--- src/rtl/cache_pkg.sv ---
// Shared constants and state encoding for the cache refill path.
package cache_pkg;

    localparam int unsigned ADDRESS_WORD_SIZE = 32;
    localparam int unsigned TAG_SIZE          = 19;
    localparam int unsigned INDEX_SIZE        = 7;
    localparam int unsigned OFFSET_SIZE       = 6;
    localparam int unsigned BLOCK_SIZE        = 8;
    localparam int unsigned MEM_DATA_WIDTH    = 64;

    localparam logic [2:0] LAST_BEAT = 3'(BLOCK_SIZE - 1);

    typedef enum logic [2:0] {
        IDLE,
        WB_RD,
        WB_SEND,
        RD_REQ,
        RD_WAIT,
        DONE
    } refill_state_e;

endpackage

--- src/rtl/refill_addr_gen.sv ---
// Beat byte address for either the fill line or the dirty victim line.
module refill_addr_gen
    import cache_pkg::*;
#(
    parameter int unsigned ADDRESS_WORD_SIZE = cache_pkg::ADDRESS_WORD_SIZE,
    parameter int unsigned TAG_SIZE          = cache_pkg::TAG_SIZE,
    parameter int unsigned INDEX_SIZE        = cache_pkg::INDEX_SIZE
) (
    input  logic                         use_victim,
    input  logic [TAG_SIZE-1:0]          tag,
    input  logic [TAG_SIZE-1:0]          victim_tag,
    input  logic [INDEX_SIZE-1:0]        index,
    input  logic [2:0]                   beat,
    output logic [ADDRESS_WORD_SIZE-1:0] addr
);

    logic [TAG_SIZE-1:0]          sel_tag;
    logic [ADDRESS_WORD_SIZE-1:0] base;

    always_comb begin
        sel_tag = use_victim ? victim_tag : tag;
        base    = ADDRESS_WORD_SIZE'({sel_tag, index, {OFFSET_SIZE{1'b0}}});
        addr    = base + ADDRESS_WORD_SIZE'({beat, 3'b000});
    end

endmodule

--- src/rtl/cache_refill_engine.sv ---
// Miss handler: writes back a dirty victim line, then fetches and fills the
// missing line into the chosen way, one 64-bit beat per memory transaction.
module cache_refill_engine
    import cache_pkg::*;
#(
    parameter int unsigned ADDRESS_WORD_SIZE = cache_pkg::ADDRESS_WORD_SIZE,
    parameter int unsigned TAG_SIZE          = cache_pkg::TAG_SIZE,
    parameter int unsigned INDEX_SIZE        = cache_pkg::INDEX_SIZE,
    parameter int unsigned BLOCK_SIZE        = cache_pkg::BLOCK_SIZE,
    parameter int unsigned MEM_DATA_WIDTH    = cache_pkg::MEM_DATA_WIDTH
) (
    input  logic                         clk,
    input  logic                         rst_b,
    input  logic                         req_valid,
    output logic                         req_ready,
    input  logic [ADDRESS_WORD_SIZE-1:0] req_addr,
    input  logic [1:0]                   req_way,
    input  logic                         req_dirty,
    input  logic [TAG_SIZE-1:0]          req_victim_tag,
    output logic                         arr_rd_en,
    output logic [2:0]                   arr_rd_beat,
    input  logic [MEM_DATA_WIDTH-1:0]    arr_rd_data,
    output logic                         arr_wr_en,
    output logic [1:0]                   arr_wr_way,
    output logic [2:0]                   arr_wr_beat,
    output logic [MEM_DATA_WIDTH-1:0]    arr_wr_data,
    output logic                         mem_req_valid,
    input  logic                         mem_req_ready,
    output logic                         mem_we,
    output logic [ADDRESS_WORD_SIZE-1:0] mem_addr,
    output logic [MEM_DATA_WIDTH-1:0]    mem_wdata,
    input  logic                         mem_rvalid,
    input  logic [MEM_DATA_WIDTH-1:0]    mem_rdata,
    output logic                         done
);

    localparam logic [2:0] LAST = 3'(BLOCK_SIZE - 1);

    refill_state_e               state_q, state_d;
    logic [2:0]                  beat_q, beat_d;
    logic [TAG_SIZE-1:0]         tag_q, tag_d;
    logic [TAG_SIZE-1:0]         vtag_q, vtag_d;
    logic [INDEX_SIZE-1:0]       index_q, index_d;
    logic [1:0]                  way_q, way_d;
    logic [MEM_DATA_WIDTH-1:0]   wdata_q, wdata_d;
    logic                        fresh_q, fresh_d;
    logic [MEM_DATA_WIDTH-1:0]   wdata_cur;
    logic                        use_victim;
    logic [ADDRESS_WORD_SIZE-1:0] beat_addr;
    logic                        unused_offset;

    assign unused_offset = ^req_addr[OFFSET_SIZE-1:0];
    assign use_victim    = (state_q == WB_SEND);

    refill_addr_gen #(
        .ADDRESS_WORD_SIZE(ADDRESS_WORD_SIZE),
        .TAG_SIZE         (TAG_SIZE),
        .INDEX_SIZE       (INDEX_SIZE)
    ) u_addr_gen (
        .use_victim(use_victim),
        .tag       (tag_q),
        .victim_tag(vtag_q),
        .index     (index_q),
        .beat      (beat_q),
        .addr      (beat_addr)
    );

    always_comb begin
        state_d       = state_q;
        beat_d        = beat_q;
        tag_d         = tag_q;
        vtag_d        = vtag_q;
        index_d       = index_q;
        way_d         = way_q;
        wdata_d       = wdata_q;
        fresh_d       = 1'b0;
        wdata_cur     = '0;
        req_ready     = 1'b0;
        arr_rd_en     = 1'b0;
        arr_rd_beat   = '0;
        arr_wr_en     = 1'b0;
        arr_wr_way    = '0;
        arr_wr_beat   = '0;
        arr_wr_data   = '0;
        mem_req_valid = 1'b0;
        mem_we        = 1'b0;
        mem_addr      = '0;
        mem_wdata     = '0;
        done          = 1'b0;

        case (state_q)
            IDLE: begin
                req_ready = 1'b1;
                if (req_valid) begin
                    tag_d   = req_addr[ADDRESS_WORD_SIZE-1 -: TAG_SIZE];
                    index_d = req_addr[OFFSET_SIZE +: INDEX_SIZE];
                    way_d   = req_way;
                    vtag_d  = req_victim_tag;
                    beat_d  = '0;
                    state_d = req_dirty ? WB_RD : RD_REQ;
                end
            end
            WB_RD: begin
                arr_rd_en   = 1'b1;
                arr_rd_beat = beat_q;
                fresh_d     = 1'b1;
                state_d     = WB_SEND;
            end
            WB_SEND: begin
                // Array data is only valid in the first WB_SEND cycle; it is
                // forwarded then and held from the register while stalled.
                wdata_cur     = fresh_q ? arr_rd_data : wdata_q;
                wdata_d       = wdata_cur;
                mem_req_valid = 1'b1;
                mem_we        = 1'b1;
                mem_addr      = beat_addr;
                mem_wdata     = wdata_cur;
                if (mem_req_ready) begin
                    if (beat_q == LAST) begin
                        beat_d  = '0;
                        state_d = RD_REQ;
                    end else begin
                        beat_d  = beat_q + 3'd1;
                        state_d = WB_RD;
                    end
                end
            end
            RD_REQ: begin
                mem_req_valid = 1'b1;
                mem_addr      = beat_addr;
                if (mem_req_ready) begin
                    state_d = RD_WAIT;
                end
            end
            RD_WAIT: begin
                if (mem_rvalid) begin
                    arr_wr_en   = 1'b1;
                    arr_wr_way  = way_q;
                    arr_wr_beat = beat_q;
                    arr_wr_data = mem_rdata;
                    if (beat_q == LAST) begin
                        state_d = DONE;
                    end else begin
                        beat_d  = beat_q + 3'd1;
                        state_d = RD_REQ;
                    end
                end
            end
            DONE: begin
                done    = 1'b1;
                state_d = IDLE;
            end
            default: state_d = IDLE;
        endcase

        // Outputs are forced quiet for the whole reset cycle, not just after it.
        if (rst_b) begin
            req_ready     = 1'b0;
            arr_rd_en     = 1'b0;
            arr_rd_beat   = '0;
            arr_wr_en     = 1'b0;
            arr_wr_way    = '0;
            arr_wr_beat   = '0;
            arr_wr_data   = '0;
            mem_req_valid = 1'b0;
            mem_we        = 1'b0;
            mem_addr      = '0;
            mem_wdata     = '0;
            done          = 1'b0;
        end
    end

    always_ff @(posedge clk) begin
        if (rst_b) begin
            state_q <= IDLE;
            beat_q  <= '0;
            tag_q   <= '0;
            vtag_q  <= '0;
            index_q <= '0;
            way_q   <= '0;
            wdata_q <= '0;
            fresh_q <= 1'b0;
        end else begin
            state_q <= state_d;
            beat_q  <= beat_d;
            tag_q   <= tag_d;
            vtag_q  <= vtag_d;
            index_q <= index_d;
            way_q   <= way_d;
            wdata_q <= wdata_d;
            fresh_q <= fresh_d;
        end
    end

endmodule

--- config.mk ---
export PLATFORM = sky130hd
export DESIGN_NAME = cache_refill_engine
export DESIGN_NICKNAME = d
export VERILOG_FILES = /design/src/rtl/cache_pkg.sv /design/src/rtl/refill_addr_gen.sv /design/src/rtl/cache_refill_engine.sv
export SDC_FILE = /design/constraint.sdc
export NUM_CORES = 1
export LEC_CHECK = 0
export ABC_AREA = 1
export ABC_CLOCK_PERIOD_IN_PS = 2200
export BUFFER_PORTS_ARGS = -buffer_cell sky130_fd_sc_hd__clkbuf_2
export CAP_MARGIN = 5
export CORE_AREA = 3 3 139 141
export DETAILED_ROUTE_END_ITERATION = 10
export DIE_AREA = 0 0 142 144
export GPL_TIMING_DRIVEN = 0
export PLACE_DENSITY = 0.73
export SYNTH_ARGS = -nofsm -noshare
export SYNTH_HDL_FRONTEND = slang
export SYNTH_SLANG_ARGS = --single-unit
--- constraint.sdc ---
create_clock -name clk -period 2.2 [get_ports clk]
set_input_delay 0 -clock clk [delete_from_list [all_inputs] [get_ports clk]]
set_output_delay 0 -clock clk [all_outputs]
set_load 0.05 [all_outputs]
==> results of run 1 <==
## placed cells by master (no fill, tap or decap), types with 15 or more instances in the layout
cell type	netlist	layout
clkbuf_4	0	27
clkbuf_2	4	308
inv_1	126	126
nor2_1	165	163
buf_4	6	15
dlygate4sd3_1	0	112
buf_2	30	48
o21ai_0	134	134
nand2_1	18	18
clkbuf_16	0	17
clkbuf_1	21	18
nand3_1	79	79
a21oi_1	68	68
dfxtp_1	118	116
mux2i_1	64	64
## repair_timing
item,in CTS,in global routing
hold buffers,112,0
resized for setup,23,74
buffers inserted,0,4
endpoints found under the hold margin,112,0
pin swaps,0,3
endpoints found under the setup margin,44,116
## final cells by class
| cell class | count | area (um2) | share of cell area, % |
|---|---|---|---|
| well taps | 229 | 286.5 | 2.879 |
| clock buffers | 23 | 478.0 | 4.803 |
| plain buffers | 68 | 380.4 | 3.822 |
| clock inverters | 8 | 51.30 | 0.5155 |
| repair buffers | 467 | 3007 | 30.21 |
| diodes | 1 | 2.502 | 0.02515 |
| multi-input cells | 542 | 2882 | 28.96 |
| flip-flops and latches | 118 | 2365 | 23.76 |
| inverters | 132 | 499.2 | 5.017 |
## logic make-up (layout without fill, tap and decap cells)
| family | count (synthesis) | in the layout | share of synthesized area, % |
|---|---|---|---|
| adder cells (fa/ha/maj) | 3 | 3 | 0.6179 |
| flip-flops | 118 | 118 | 38.88 |
| AO/OA/AOI/OAI | 202 | 202 | 16.64 |
| buffers and inverters | 200 | 698 | 14.17 |
| multiplexers | 64 | 64 | 10.54 |
| other | 1 | 4 | 0.06172 |
| AND/OR/NAND/NOR | 270 | 270 | 19.09 |
## registers in the layout, summed over array words and instances (netlist names)
name and cells:
beat_q 3, fresh_q 1, index_q 7, state_q 3, tag_q 19, vtag_q 19
way_q 2, wdata_q 64
## worst max-delay path, stage by stage (launching register included)
cell and delay [ps]:
dfxtp_1 310, clkbuf_4 190, nor2_4 150, inv_1 90
nor2_4 140, buf_4 180, o21ai_0 140, a21oi_1 220
buf_2 310
## path summary, 6_finish.rpt
check / startpoint / cells after the start / end
worst max-delay path: state_q[2] / 8 / mem_addr[22]
worst min-delay path: rst_b / 4 / state_q[1]
worst max register to register: state_q[1] / 7 / tag_q[10]
worst min register to register: vtag_q[16] / 2 / vtag_q[16]
## power groups by stage
| stage | Sequential, uW | Clock [uW] | Combinational, uW |
|---|---|---|---|
| 2_1_floorplan | 2660 | 0 | 2240 |
| 3_3_place_gp | 2690 | 0 | 3080 |
| 3_5_place_dp | 2710 | 0 | 3120 |
| 4_1_cts | 2670 | 2520 | 3300 |
| 5_1_grt | 2710 | 2610 | 3730 |
| 6_report | 2680 | 2490 | 3420 |
## through the flow
stage / setup WS, ps / utilization [%] / instance area [um2] / power, uW / cells
5_1_grt: -26.37 / 55.01 / 9948 / 9056 / 1587
3_3_place_gp: 325.8 / 44.97 / 8133 / 5777 / 1440
2_1_floorplan: 24.49 / - / 6090 / 4905 / 860
6_report: 60.55 / 55.02 / 9951 / 8594 / 1588
4_1_cts: -0.3269 / 54.44 / 9847 / 8491 / 1583
3_5_place_dp: 322.8 / 44.97 / 8133 / 5827 / 1440
## per-layer routing
layer	part of all wire (%)	up-vias	global-route usage [%]
met2	52	376	41.94
li1	-	3735	-
met4	2.8	0	8.990
met3	7.4	58	5.390
met1	38	3424	24.61
met5	0	-	0
==> results.toml, run 1 <==
[synth]
synth_largest_area_cell = "dfxtp_1"
ys_seq_area_share_pct = 38.88
synthesis.area_um2 = 6076
ys_types = 23
synth-edff-count = 0
synth-main-ff-cell = "dfxtp_1"
synthCells = 858
async_reset_ff_share_pct = 0
yosys_warnings = 0
yosysMostFrequentCell = "nor2_1"
yosysTopAreaCellShare_pct = 38.88
synth_common_cells = "nor2_1, o21ai_0, inv_1"
ys_seq_elements = 118
yosys-top-cells-area = "dfxtp_1, o21ai_0, mux2i_1"
syn_area_per_cell_um2 = 7.081

[timing]
slew_headroom_pct = 60.30
setup_violations = 0
maxSlewViolCount = 0
skew_ps = 8.744
min_period_over_period_pct = 97.25
fmax_mhz = 467.4
worst_pin_slew_ps = 595.6
finalSetupTns_ps = 0
hold_violations = 0
timing.hold.ws_ps = 47.65
layout_min_cycle_time_ps = 2139

[global_route]
grt_max_degree = 17
grt_antenna_before_repair = 0
overflow = 0
grt_use_total_pct = 22.55
grt_pass1_vias = 7472
grt_pass1_wl_um = 36870

[power]
ir_drop_uv = 651.5
pwr-share-comb_pct = 39.8
p_sw_uw = 3452
leakage_uw = 0.004791
powerDensity_nw_per_um2 = 863.7
p_int_uw = 5143
power_frac_clock_pct = 29.0
switching_share_pct = 40.16
p_seq_share_pct = 31.2

[layout]
finalNetCount = 1536
drive_gt1_share_pct = 33.21
fill_cells = 1599
areaGrowthSynthToFinish_pct = 63.78

[critical_path]
rrSetupSlack_ps = 520
crit_type = "reg2out"
cp-end-kind = "output port"
cp_max_fo = 10
worstSetupStartpointType = "flop"
cp.required_ps = 2200
cp.arrival_ps = 2140

[clocking]
numCtsBuffers = 17
root_buffer = "clkbuf_16"
cts_htree_levels = 4
clk_pin_slew_ps = 50
cts_tree = "built"
clk_latency_ps = 410
clock_sinks = 118
clockBufferDepth = 2

[drt]
first_pass_iters = 6
antenna_left = 0
vias = 7593
routed_wl_um = 24370
avgViaCountPerCell = 4.781
drcViolationCount = 0
dr.first_iter.drc_count = 377
drt-wirelength-per-cell_um = 15.35

[die]
fp.dieH_um = 144
start_util_pct = 33.59
io_pins = 361
core_um2 = 18090
fp.dieW_um = 142
die_area_um2 = 20450
num_rows = 49

[placed_design]
post-dp-hpwl_um = 17420
gp_congestion = 0.8905
portBuffers = 351

[run]
drv_cap = 0

[outcome]
status = "finished clean"

[worst_hold_path]
holdCritPathClass = "in2reg"
(Power assumes the default switching activity.)
==> run 2: changes to the inputs <==
--- a/config.mk
+++ b/config.mk
@@ -7,13 +7,13 @@
 export LEC_CHECK = 0
 export ABC_AREA = 1
 export ABC_CLOCK_PERIOD_IN_PS = 2200
-export BUFFER_PORTS_ARGS = -buffer_cell sky130_fd_sc_hd__clkbuf_2
+export BUFFER_PORTS_ARGS = -buffer_cell sky130_fd_sc_hd__buf_4
 export CAP_MARGIN = 5
 export CORE_AREA = 3 3 139 141
 export DETAILED_ROUTE_END_ITERATION = 10
 export DIE_AREA = 0 0 142 144
-export GPL_TIMING_DRIVEN = 0
 export PLACE_DENSITY = 0.73
+export REMOVE_ABC_BUFFERS = 1
 export SYNTH_ARGS = -nofsm -noshare
 export SYNTH_HDL_FRONTEND = slang
 export SYNTH_SLANG_ARGS = --single-unit
==> run 2 against run 1 <==
Sequential power increased by 1%. Final cell count is 3.3% lower. Routed wire length down 4.8%. Flip-flop and latch count stayed put. Hold slack better by 39 ps. Via count decreased by 4.0%. Total power is 6.8% higher. Maximum frequency is 3.2% higher. Cell area rose by 7.5%. Sequential share of layout area is 1.6 points lower. Largest cell class unchanged. Clock skew is 3.3 ps lower. Critical path type unchanged.
==> results.toml, run 2 (synthesis results as in run 1) <==
[drt]
first_pass_iters = 5
vias = 7293
drt-wirelength-per-cell_um = 15.10
antenna_left = 0
routed_wl_um = 23190
dr.first_iter.drc_count = 340
drcViolationCount = 0
avgViaCountPerCell = 4.748

[layout]
final_common_cell = "buf_4"
finalNetCount = 1484
diodes = 0
fill_cells = 1543
final_core_util_pct = 59.12
multi_input_area_um2 = 2894
regArea_um2 = 2371
final_area_um2 = 10690
final_cell_mix = "buf_4, nor2_1, o21ai_0"
largest_reg_flops = 64
reg.largest.list = "wdata_q x64, tag_q x19, vtag_q x19"
top_register = "wdata_q"
areaGrowthSynthToFinish_pct = 75.99
drive_gt1_share_pct = 32.06

[global_route]
grt_pass1_wl_um = 35070
grt_antenna_before_repair = 0
grt_use_total_pct = 21.22
grt_pass1_vias = 7063
grt.met3_usage_pct = 4.597
top_usage_layer = "met2"
grt.met2_usage_pct = 38.11
overflow = 0
grt_max_degree = 69
grt_util_met1_pct = 23.80

[power]
p_int_uw = 5782
power_frac_clock_pct = 33.4
p_sw_uw = 3399
p_seq_share_pct = 29.6
powerDensity_nw_per_um2 = 858.6
switching_share_pct = 37.02
pwr-share-comb_pct = 37.0
ir_drop_uv = 523.0
leakage_uw = 0.004955

[worst_hold_path]
holdCritPathClass = "in2reg"

[placed_design]
portBuffers = 351
gp_congestion = 0.8430
post-dp-hpwl_um = 15020
placed_area_um2 = 8827

[timing]
layout_min_cycle_time_ps = 2074
worst_pin_slew_ps = 744.6
min_period_over_period_pct = 94.25
skew_ps = 5.453
timing.hold.ws_ps = 86.26
finalSetupTns_ps = 0
hold_violations = 0
slew_headroom_pct = 50.36
fmax_mhz = 482.3
setup_violations = 0
rsz0062_at_grt = "false"
maxSlewViolCount = 0

[die]
fp.dieH_um = 144
fp.dieW_um = 142
start_util_pct = 33.59
io_pins = 361
num_rows = 49
die_area_um2 = 20450
core_um2 = 18090

[critical_path]
worstSetupStartpointType = "flop"
cp-end-kind = "output port"
cp.arrival_ps = 2070
crit_type = "reg2out"
cp_max_fo = 64
cp.required_ps = 2200

[clocking]
root_buffer = "clkbuf_16"
clk_latency_ps = 410
cts_tree = "built"
clk_pin_slew_ps = 50
numCtsBuffers = 17
clockBufferDepth = 2
cts_htree_levels = 4
clock_sinks = 118

[run]
drv_cap = 0

[outcome]
status = "finished clean"
## run 2: cell count changes in the layout (fill, tap and decap cells not counted), sizes merged
cell and delta:
dlygate4sd3 +1, bufinv +5, clkbuf -358, buf +298, bufbuf +1, clkinvlp -2
diode -1, clkinv +1, inv +2, nand3 +1
## run 2: critical path: stages, from the launching register on
cell and delay (ps):
dfxtp_4 380, inv_2 160, nand3_4 220, nor2_4 150, inv_2 90, buf_16 210
nor2_1 180, buf_4 230
## run 2: power groups by stage
stage	clock network (uW)	logic (uW)	registers, uW
floorplan	0	1940	2780
global placement	0	3040	2740
detailed placement	0	3070	2750
CTS	3130	3360	2720
global route	3230	3720	2760
finish	3060	3400	2720
## run 2: what timing repair did
action	4_1_cts	5_1_grt
hold buffers	113	0
pin swaps	2	0
setup buffers	1	0
setup endpoints to repair	109	52
endpoints found under the hold margin	113	0
gates cloned	2	0
gates resized for setup	6	4
## run 2: cell type report
type                            instances  share of cell area, %
Clock buffer                           18                  4.014
Clock inverter                         14                  2.095
Inverter                              132                  4.681
Multi-Input combinational cell        543                  27.07
Sequential cell                       118                  22.17
Tap cell                              229                  2.680
Timing Repair Buffer                  482                  37.29
## run 2: stage by stage
| step | setup WS [ps] | std cells | total power [uW] |
|---|---|---|---|
| after CTS | 17.78 | 1536 | 9211 |
| after detailed placement | 209.5 | 1388 | 5822 |
| after floorplan | -1700 | 792 | 4723 |
| after global placement | 288.3 | 1388 | 5782 |
| final | 126.5 | 1536 | 9181 |
| after global routing | 16.96 | 1536 | 9716 |
## run 2: final timing paths
check        slack [ps]             to  cells past startpoint       start
min                  90     index_q[1]                      3   req_valid
min reg2reg         440     vtag_q[16]                      2  vtag_q[16]
max reg2reg         210     state_q[1]                      9  state_q[2]
max                 130  mem_wdata[37]                      7  state_q[2]
## run 2: layer usage
| metal | wire [um] | vias to the layer above | part of all wire [%] |
|---|---|---|---|
| met5 | 0 | - | 0 |
| met4 | 836 | 0 | 3.6 |
| met3 | 1395 | 60 | 6.0 |
| met2 | 11860 | 297 | 51 |
| met1 | 9095 | 3294 | 39 |
| li1 | - | 3642 | - |
